`src/rtl/pulse_ctrl_pkg.sv`:
```
// Shared constants and FSM state encoding for the pulse burst controller.
package pulse_ctrl_pkg;
    localparam int CW_DEF = 16;
    localparam int NW_DEF = 8;

    typedef enum logic [1:0] {
        ST_IDLE = 2'd0,
        ST_HIGH = 2'd1,
        ST_LOW  = 2'd2,
        ST_FIN  = 2'd3
    } state_t;
endpackage

```
`src/rtl/pulse_phase_timer.sv`:
```
// Loadable down-counter timing one pulse phase; expire_o flags terminal count.
module pulse_phase_timer
    import pulse_ctrl_pkg::*;
#(
    parameter int CW = CW_DEF
) (
    input  logic          clk,
    input  logic          rstn,
    input  logic          load_i,
    input  logic [CW-1:0] load_val_i,
    output logic          expire_o
);

    logic [CW-1:0] cnt_q;
    logic [CW-1:0] cnt_d;

    // Holds at zero instead of wrapping; the FSM reloads on every phase entry.
    always_comb begin
        cnt_d = cnt_q;
        if (load_i) begin
            cnt_d = load_val_i;
        end else if (cnt_q != '0) begin
            cnt_d = cnt_q - CW'(1);
        end
    end

    always_ff @(posedge clk or negedge rstn) begin
        if (!rstn) begin
            cnt_q <= '0;
        end else begin
            cnt_q <= cnt_d;
        end
    end

    assign expire_o = (cnt_q == '0);

endmodule

```
`src/rtl/pulse_burst_ctrl.sv`:
```
// Burst pulse generator: N pulses of W high cycles every P cycles.
// Optional abort input enabled by defining PULSE_BURST_CTRL_ABORT_EN.
//
// state   | meaning
// IDLE    | waiting for start_i with a valid configuration
// HIGH    | pulse_o high, timing W cycles
// LOW     | pulse_o low, timing P-W cycles
// FIN     | one-cycle done_o strobe, then back to IDLE
module pulse_burst_ctrl
    import pulse_ctrl_pkg::*;
#(
    parameter int CW = CW_DEF,
    parameter int NW = NW_DEF
) (
    input  logic          clk,
    input  logic          rstn,
    input  logic          start_i,
    input  logic [CW-1:0] period_i,
    input  logic [CW-1:0] width_i,
    input  logic [NW-1:0] count_i,
    output logic          pulse_o,
    output logic          busy_o,
    output logic          done_o,
    output logic          err_o,
    output logic [NW-1:0] remain_o
`ifdef PULSE_BURST_CTRL_ABORT_EN
    ,
    input  logic          abort_i
`endif
);

    state_t        state_q, state_d;
    logic [CW-1:0] period_q, period_d;
    logic [CW-1:0] width_q, width_d;
    logic [NW-1:0] remain_q, remain_d;
    logic          pulse_q, pulse_d;
    logic          done_q, done_d;
    logic          err_q, err_d;

    logic          tmr_load;
    logic [CW-1:0] tmr_val;
    logic          tmr_expire;
    logic          cfg_valid;
    logic [CW-1:0] low_len_m1;

    assign cfg_valid  = (width_i != '0) && (period_i > width_i) && (count_i != '0);
    assign low_len_m1 = period_q - width_q - CW'(1);

    pulse_phase_timer #(.CW(CW)) u_timer (
        .clk        (clk),
        .rstn       (rstn),
        .load_i     (tmr_load),
        .load_val_i (tmr_val),
        .expire_o   (tmr_expire)
    );

    always_comb begin
        state_d  = state_q;
        period_d = period_q;
        width_d  = width_q;
        remain_d = remain_q;
        pulse_d  = 1'b0;
        done_d   = 1'b0;
        err_d    = 1'b0;
        tmr_load = 1'b0;
        tmr_val  = '0;

        case (state_q)
            ST_IDLE: begin
                if (start_i) begin
                    if (cfg_valid) begin
                        period_d = period_i;
                        width_d  = width_i;
                        // Acceptance is also the first HIGH entry, so count it here.
                        remain_d = count_i - NW'(1);
                        tmr_load = 1'b1;
                        tmr_val  = width_i - CW'(1);
                        pulse_d  = 1'b1;
                        state_d  = ST_HIGH;
                    end else begin
                        err_d = 1'b1;
                    end
                end
            end
            ST_HIGH: begin
                pulse_d = 1'b1;
                if (tmr_expire) begin
                    pulse_d  = 1'b0;
                    tmr_load = 1'b1;
                    tmr_val  = low_len_m1;
                    state_d  = ST_LOW;
                end
            end
            ST_LOW: begin
                if (tmr_expire) begin
                    if (remain_q != '0) begin
                        remain_d = remain_q - NW'(1);
                        tmr_load = 1'b1;
                        tmr_val  = width_q - CW'(1);
                        pulse_d  = 1'b1;
                        state_d  = ST_HIGH;
                    end else begin
                        done_d  = 1'b1;
                        state_d = ST_FIN;
                    end
                end
            end
            ST_FIN: begin
                state_d = ST_IDLE;
            end
            default: begin
                state_d = ST_IDLE;
            end
        endcase

`ifdef PULSE_BURST_CTRL_ABORT_EN
        if (abort_i && (state_q == ST_HIGH || state_q == ST_LOW)) begin
            pulse_d  = 1'b0;
            remain_d = '0;
            done_d   = 1'b1;
            tmr_load = 1'b0;
            state_d  = ST_FIN;
        end
`endif
    end

    always_ff @(posedge clk or negedge rstn) begin
        if (!rstn) begin
            state_q  <= ST_IDLE;
            period_q <= '0;
            width_q  <= '0;
            remain_q <= '0;
            pulse_q  <= 1'b0;
            done_q   <= 1'b0;
            err_q    <= 1'b0;
        end else begin
            state_q  <= state_d;
            period_q <= period_d;
            width_q  <= width_d;
            remain_q <= remain_d;
            pulse_q  <= pulse_d;
            done_q   <= done_d;
            err_q    <= err_d;
        end
    end

    assign pulse_o  = pulse_q;
    assign busy_o   = (state_q != ST_IDLE);
    assign done_o   = done_q;
    assign err_o    = err_q;
    assign remain_o = remain_q;

endmodule

```
`config.mk`:
```
export PLATFORM = sky130hd
export DESIGN_NAME = pulse_burst_ctrl
export DESIGN_NICKNAME = d
export VERILOG_FILES = /design/src/rtl/pulse_ctrl_pkg.sv /design/src/rtl/pulse_phase_timer.sv /design/src/rtl/pulse_burst_ctrl.sv
export SDC_FILE = /design/constraint.sdc
export NUM_CORES = 1
export LEC_CHECK = 0
export ABC_CLOCK_PERIOD_IN_PS = 3500
export CAP_MARGIN = 20
export CORE_MARGIN = 2
export CORE_UTILIZATION = 50
export CTS_BUF_LIST = sky130_fd_sc_hd__clkbuf_4 sky130_fd_sc_hd__clkbuf_8
export CTS_CLUSTER_DIAMETER = 80
export DETAILED_ROUTE_END_ITERATION = 7
export DONT_BUFFER_PORTS = 1
export HOLD_SLACK_MARGIN = 0.03
export PLACE_DENSITY_LB_ADDON = 0.05
export SETUP_SLACK_MARGIN = 0.5
export SLEW_MARGIN = 20
export SYNTH_ARGS = -nofsm -noshare
export SYNTH_HDL_FRONTEND = slang
export SYNTH_HIERARCHICAL = 1
export SYNTH_SLANG_ARGS = --single-unit
```
`constraint.sdc`:
```
create_clock -name clk -period 3.5 [get_ports clk]
set_input_delay 0.35 -clock clk [delete_from_list [all_inputs] [get_ports clk]]
set_output_delay 0.35 -clock clk [all_outputs]
set_load 0.01 [all_outputs]
```
==> flow_metrics.env, run 1 <==
export IMPL_cts_sinks=61
export IMPL_leakagePower_nw=2.48
export IMPL_clockRootBuffer="clkbuf_8"
export IMPL_layout_drive_gt1_share_pct=15.7
export IMPL_synthFlopType="dfrtp_1"
export IMPL_clock_skew_ns=0.00916
export IMPL_tns_ns=0
export IMPL_rows=36
export IMPL_clockBufferDepth=2
export IMPL_synth_nets=662
export IMPL_die_h_um=104
export IMPL_grt_pass1_wl_um=22200
export IMPL_final_common_cell="nand2_1"
export IMPL_drv_cap=0
export IMPL_grt_antenna_before_repair=0
export IMPL_hold_viol_final=0
export IMPL_max_vdd_ir_drop_uv=212
export IMPL_dr_pass1_iters=5
export IMPL_arrival_ns=3.23
export IMPL_grt_pass1_vias=4425
export IMPL_wire_per_inst_um=18.5
export IMPL_drv_slew=0
export IMPL_synth_area_um2=4980
export IMPL_cts_made_buffers=9
export IMPL_whs_ns=0.139
export IMPL_critPathCaptureType="flop"
export IMPL_run_status="finished, final reports clean"
export IMPL_synth_cell_types=72
export IMPL_insertion_delay_ns=0.36
export IMPL_crit_path_max_fanout=7
export IMPL_ys_ff_latch=61
export IMPL_area_delta_synth_final_pct=12.4
export IMPL_vias_per_cell=5.99
export IMPL_dp_hpwl_um=10200
export IMPL_worst_slew_pin_slew_ns=0.819
export IMPL_grt_max_degree=62
export IMPL_async_flop_share_pct=100
export IMPL_syn_inst=582
export IMPL_syn_area_per_cell_um2=8.55
export IMPL_synth_edf_count=0
export IMPL_fin_crit_sh_pct=83.6
export IMPL_via_count=4423
export IMPL_io_buffer_count=0
export IMPL_multiInputGateArea_um2=3280
export IMPL_slew_limit_headroom_pct=44.9
export IMPL_fmax_mhz=342
export IMPL_post_place_ws_ns=0.150
export IMPL_drc=0
export IMPL_n_antenna_cell=0
export IMPL_core_area_um2=9730
export IMPL_yosys_warnings=6
export IMPL_start_util_pct=51.2
export IMPL_seqCellArea_um2=1530
export IMPL_wl_um=13700
export IMPL_track_usage_pct=25.8
export IMPL_min_period_ns=2.93
export IMPL_rsz0062_at_grt="true"
export IMPL_die_x_um=104
export IMPL_start_kind="flop"
export IMPL_synth_yosys_seq_area_share_pct=30.7
export IMPL_io_pins=55
export IMPL_powerDensity_nw_per_um2=264
export IMPL_ant_nets=0
export IMPL_dieArea_um2=10800
export IMPL_setup_violations=0
export IMPL_final_cell_mix="nand2_1, dfrtp_1, nor2_1, xnor2_1, inv_1"
export IMPL_globalplace_congestion=0.928
export IMPL_hold_path_class="input port to flop"
export IMPL_fillers=938
export IMPL_gr_total_overflow=0
export IMPL_htreeDepth=3
export IMPL_drt_iter0_markers=213
export IMPL_crit_required_ns=3.80
export IMPL_clk_pin_slew_worst_paths_ns=0.08
export IMPL_cts_tree="done"
export IMPL_postLayoutSetupSlackWorst_ns=0.574
export IMPL_crit_type="flop to flop"
export IMPL_final_nets=681
-- flip-flops by register name, summed over array words and instances, names as in the netlist --
register and cells:
period_q 16, state_q 2, width_q 16, remain_o 8, done_o 1, u_timer/cnt_q 16
err_o 1, pulse_o 1
-- timing repair --
item                                   CTS  global route
cloned                                   1             0
endpoints found under the hold margin   61             0
hold buffers                             2             0
setup endpoints to repair               23            17
pin swaps                                1             5
gates resized for setup                 10            12
setup buffers                            6             7
-- cell families (layout without fill, tap and decap cells) --
group                    Yosys count  after routing  synth area share [%]
adder cells (fa/ha/maj)           37             37                  9.45
buffers and inverters             58             82                  4.88
XOR/XNOR                          43             43                  7.56
AO/OA/AOI/OAI                    143            143                  19.4
multiplexers                      27             27                  5.88
AND/OR/NAND/NOR                  213            213                  22.2
flip-flops                        61             61                  30.7
-- power breakdown --
part           internal [mW]  leakage [nW]  switching, mW
registers              0.707         0.772        0.00968
clock network          0.330        0.0918          0.318
logic                 0.0437          1.62         0.0699
-- cells in the mapped netlist (3+ instances only) --
cell type / number / share of area [%]
mux2i_1: 9 / 1.8
xor2_1: 4 / 0.70
nor4_1: 7 / 0.88
a31oi_1: 4 / 0.50
a211oi_1: 9 / 1.4
mux2_2: 18 / 4.1
nand4_1: 4 / 0.50
o221ai_1: 10 / 1.8
dfrtp_1: 61 / 31
o21ai_0: 38 / 3.8
o21a_1: 6 / 0.90
or4_1: 5 / 0.75
ha_1: 36 / 9.0
nor2b_1: 7 / 0.88
a21o_1: 5 / 0.75
o21bai_1: 3 / 0.45
a22oi_1: 3 / 0.45
o211ai_1: 4 / 0.60
inv_1: 40 / 3.0
a21oi_1: 27 / 2.7
nand2_1: 64 / 4.8
nand2b_1: 8 / 1.0
nor2_1: 48 / 3.6
nor3_1: 23 / 2.3
clkbuf_1: 9 / 0.68
buf_4: 4 / 0.60
nand3_1: 18 / 1.8
o31ai_1: 5 / 0.75
and3_1: 5 / 0.63
o22ai_1: 3 / 0.38
o21ai_1: 4 / 0.40
xnor2_1: 39 / 6.9
-- metrics by stage --
step | instances | utilization (%) | total power, mW | cell area (um2)
3_3_place_gp | 707 | 52.9 | 0.821 | 5150
2_1_floorplan | 582 | - | 0.798 | 5020
3_5_place_dp | 707 | 52.9 | 0.822 | 5150
4_1_cts | 732 | 56.4 | 1.49 | 5490
5_1_grt | 739 | 57.5 | 1.55 | 5600
6_report | 739 | 57.5 | 1.48 | 5600
-- cell type report --
type / count / share of cell area [%]
clock buffers: 9 / 2.21
clock inverters: 7 / 1.34
inverters: 40 / 2.73
multi-input cells: 463 / 58.7
flip-flops and latches: 61 / 27.3
well taps: 133 / 2.97
repair buffers: 26 / 4.81
-- critical path, stage by stage, from the launching register on --
cell and delay [ns]:
dfrtp_1 0.39, inv_2 0.08, ha_4 0.14, or4b_4 0.46
or4_4 0.44, nor4b_4 0.23, buf_6 0.17, nand2_2 0.09
nor2b_4 0.22, buf_8 0.16, buf_4 0.11, a22oi_1 0.07
o21ai_0 0.14, a21o_1 0.16
-- per-layer routing --
metal | vias to the layer above | track usage, % | part of all wire [%]
met5 | - | 0 | 0
met4 | 0 | 9.75 | 1.8
met3 | 20 | 5.22 | 5.7
met2 | 122 | 42.4 | 48
met1 | 2137 | 33.7 | 45
li1 | 2144 | - | -
-- final timing paths --
check | startpoint | endpoint | slack, ns | cells past startpoint
setup / recovery | u_timer/cnt_q[0] | u_timer/cnt_q[6] | 0.57 | 13
hold reg to reg | width_q[13] | width_q[13] | 0.50 | 2
min in group asynchronous | rstn | width_q[13] | 0.55 | 2
setup reg to reg | u_timer/cnt_q[0] | u_timer/cnt_q[6] | 0.57 | 13
hold / removal | period_i[8] | period_q[8] | 0.14 | 1
max in group asynchronous | rstn | width_q[1] | 2.70 | 2
Power figures use the tool's default switching activity.
==> run 2, diff against run 1 <==
--- a/config.mk
+++ b/config.mk
@@ -5,7 +5,7 @@
 export SDC_FILE = /design/constraint.sdc
 export NUM_CORES = 1
 export LEC_CHECK = 0
-export ABC_CLOCK_PERIOD_IN_PS = 3500
+export ABC_CLOCK_PERIOD_IN_PS = 2300
 export CAP_MARGIN = 20
 export CORE_MARGIN = 2
 export CORE_UTILIZATION = 50
==> constraint.sdc (replaced) <==
create_clock -name clk -period 2.3 [get_ports clk]
set_input_delay 0.23 -clock clk [delete_from_list [all_inputs] [get_ports clk]]
set_output_delay 0.23 -clock clk [all_outputs]
set_load 0.01 [all_outputs]
==> flow_metrics.env, run 2 (same netlist as run 1, synthesis figures left out) <==
export IMPL_hold_viol_final=0
export IMPL_start_kind="flop"
export IMPL_via_count=5180
export IMPL_ant_nets=0
export IMPL_tns_ns=-13.47
export IMPL_hold_depth=2
export IMPL_fillers=681
export IMPL_slowest_stage="or4b_4"
export IMPL_setup_violations=28
export IMPL_critPathCaptureType="flop"
export IMPL_dp_hpwl_um=11300
export IMPL_path_cells="inv_2 -> ha_4 -> or4b_4 -> or4_4 -> nor4b_4 -> buf_4 -> nand2_4 -> nor2b_4 -> buf_6 -> buf_8 -> a21oi_1 -> o21ai_1 -> nand2_1 -> o31ai_1"
export IMPL_rsz0062_at_grt="true"
export IMPL_grt_antenna_before_repair=0
export IMPL_postLayoutSetupSlackWorst_ns=-0.626
export IMPL_grt_pass1_wl_um=25900
export IMPL_cts_sinks=61
export IMPL_cpPeakStageDelay_ns=0.45
export IMPL_insertion_delay_ns=0.36
export IMPL_powerDensity_nw_per_um2=313
export IMPL_leakagePower_nw=3.45
export IMPL_worst_slew_pin_slew_ns=0.819
export IMPL_core_area_um2=9730
export IMPL_timing_rr_start="u_timer/cnt_q[0]"
export IMPL_drv_cap=0
export IMPL_met2WireLength_um=8000
export IMPL_cp_depth=14
export IMPL_drc=0
export IMPL_vias_per_cell=5.80
export IMPL_cts_made_buffers=9
export IMPL_n_antenna_cell=0
export IMPL_whs_ns=0.0587
export IMPL_rows=36
export IMPL_ff2ff_path_depth=14
export IMPL_area_delta_synth_final_pct=51.1
export IMPL_fin_crit_sh_pct=127
export IMPL_final_nets=835
export IMPL_globalplace_congestion=0.964
export IMPL_m1WireLength_um=6990
export IMPL_gr_total_overflow=0
export IMPL_cts_tree="done"
export IMPL_grt_pass1_vias=5212
export IMPL_run_status="finished with violations"
export IMPL_hold_path_class="input port to flop"
export IMPL_dr_wl_met3_um=790
export IMPL_max_vdd_ir_drop_uv=257
export IMPL_clockBufferDepth=2
export IMPL_crit_type="flop to flop"
export IMPL_top_layer="met4"
export IMPL_wl_um=16200
export IMPL_final_cell_mix="buf_4, dfrtp_1, nor2_1, xnor2_1, nand2_1"
export IMPL_multiInputGateArea_um2=3770
export IMPL_crit_buf_inv=4
export IMPL_die_x_um=104
export IMPL_layout_drive_gt1_share_pct=39.9
export IMPL_failed_checks="setup timing"
export IMPL_drv_slew=0
export IMPL_clk_pin_slew_worst_paths_ns=0.07
export IMPL_r2r_end="u_timer/cnt_q[4]"
export IMPL_crit_family="simple AND/OR/NAND/NOR gates"
export IMPL_min_to="state_q[0]"
export IMPL_clockRootBuffer="clkbuf_8"
export IMPL_final_common_cell="buf_4"
export IMPL_dr_pass1_iters=5
export IMPL_clock_skew_ns=0.0112
export IMPL_power_mw=2.36
export IMPL_htreeDepth=3
export IMPL_track_usage_pct=30.0
export IMPL_grt_max_degree=62
export IMPL_slew_limit_headroom_pct=44.8
export IMPL_wire_per_inst_um=18.2
export IMPL_min_period_ns=2.93
export IMPL_min_from="start_i"
export IMPL_dieArea_um2=10800
export IMPL_die_h_um=104
export IMPL_drt_iter0_markers=328
export IMPL_seqCellArea_um2=1530
export IMPL_crit_path_max_fanout=6
export IMPL_start_util_pct=51.2
export IMPL_r2r_slack_ns=-0.63
export IMPL_arrival_ns=3.18
export IMPL_fmax_mhz=342
export IMPL_io_pins=55
export IMPL_io_buffer_count=0
export IMPL_crit_required_ns=2.55
export IMPL_top_regs="period_q x16, u_timer/cnt_q x16, width_q x16"
[run 2: cell types whose count changed in the layout (fill, tap and decap cells not counted), sizes merged]
cell         change
clkinvlp         -2
buf            +135
clkinv           +1
nand2            +1
inv              -2
clkbuf           +4
dlygate4sd3     +17
[run 2: repair_timing]
item                                    CTS  global route
endpoints found under the setup margin   60            60
buffers inserted                         24            13
hold buffers                             18             1
gates cloned                              3             1
hold endpoints to repair                 77             1
resized for setup                        76            67
pin swaps                                24            27
[run 2: how the worst max path moves through the flow]
stage | start | to
global route | u_timer/cnt_q[0] | u_timer/cnt_q[4]
detailed placement | u_timer/cnt_q[0] | u_timer/cnt_q[6]
global placement | u_timer/cnt_q[0] | u_timer/cnt_q[6]
floorplan | u_timer/cnt_q[0] | u_timer/cnt_q[11]
finish | u_timer/cnt_q[0] | u_timer/cnt_q[4]
CTS | u_timer/cnt_q[0] | u_timer/cnt_q[15]
[run 2: final cells by class]
type                            instances  area share [%]
Inverter                               40            2.78
Tap cell                              133            2.21
Clock inverter                          4           0.632
Timing Repair Buffer                  179            22.0
Sequential cell                        61            20.3
Multi-Input combinational cell        464            50.1
Clock buffer                           12            2.03
[run 2: worst reg2reg max path, stage by stage (launching register included)]
cell,delay (ns)
dfrtp_1,0.40
inv_2,0.10
ha_4,0.14
or4b_4,0.45
or4_4,0.44
nor4b_4,0.25
buf_4,0.19
nand2_4,0.06
nor2b_4,0.17
buf_6,0.12
buf_8,0.12
a21oi_1,0.08
o21ai_1,0.13
nand2_1,0.09
o31ai_1,0.08
[run 2: stage by stage]
stage               std cells  setup WS, ns  area (um2)  util (%)
floorplan                 582        -0.690        5240         -
global placement          817        -0.566        6190      63.6
detailed placement        817        -0.648        6190      63.6
CTS                       878        -0.536        7090      72.9
global route              893        -0.724        7520      77.3
finish                    893        -0.626        7520      77.3
[run 2: power breakdown]
group          leakage [nW]  total, mW  switching (mW)  internal (mW)
logic                  2.57      0.279           0.146          0.133
clock network         0.103      0.998           0.448          0.551
registers             0.772       1.08         0.00264           1.08
[run 2: routing by layer]
| layer | global-route usage (%) | up-vias |
|---|---|---|
| met4 | 10.7 | 0 |
| met1 | 37.8 | 2541 |
| met2 | 51.3 | 146 |
| met3 | 5.73 | 37 |
| met5 | 0 | - |
| li1 | - | 2456 |
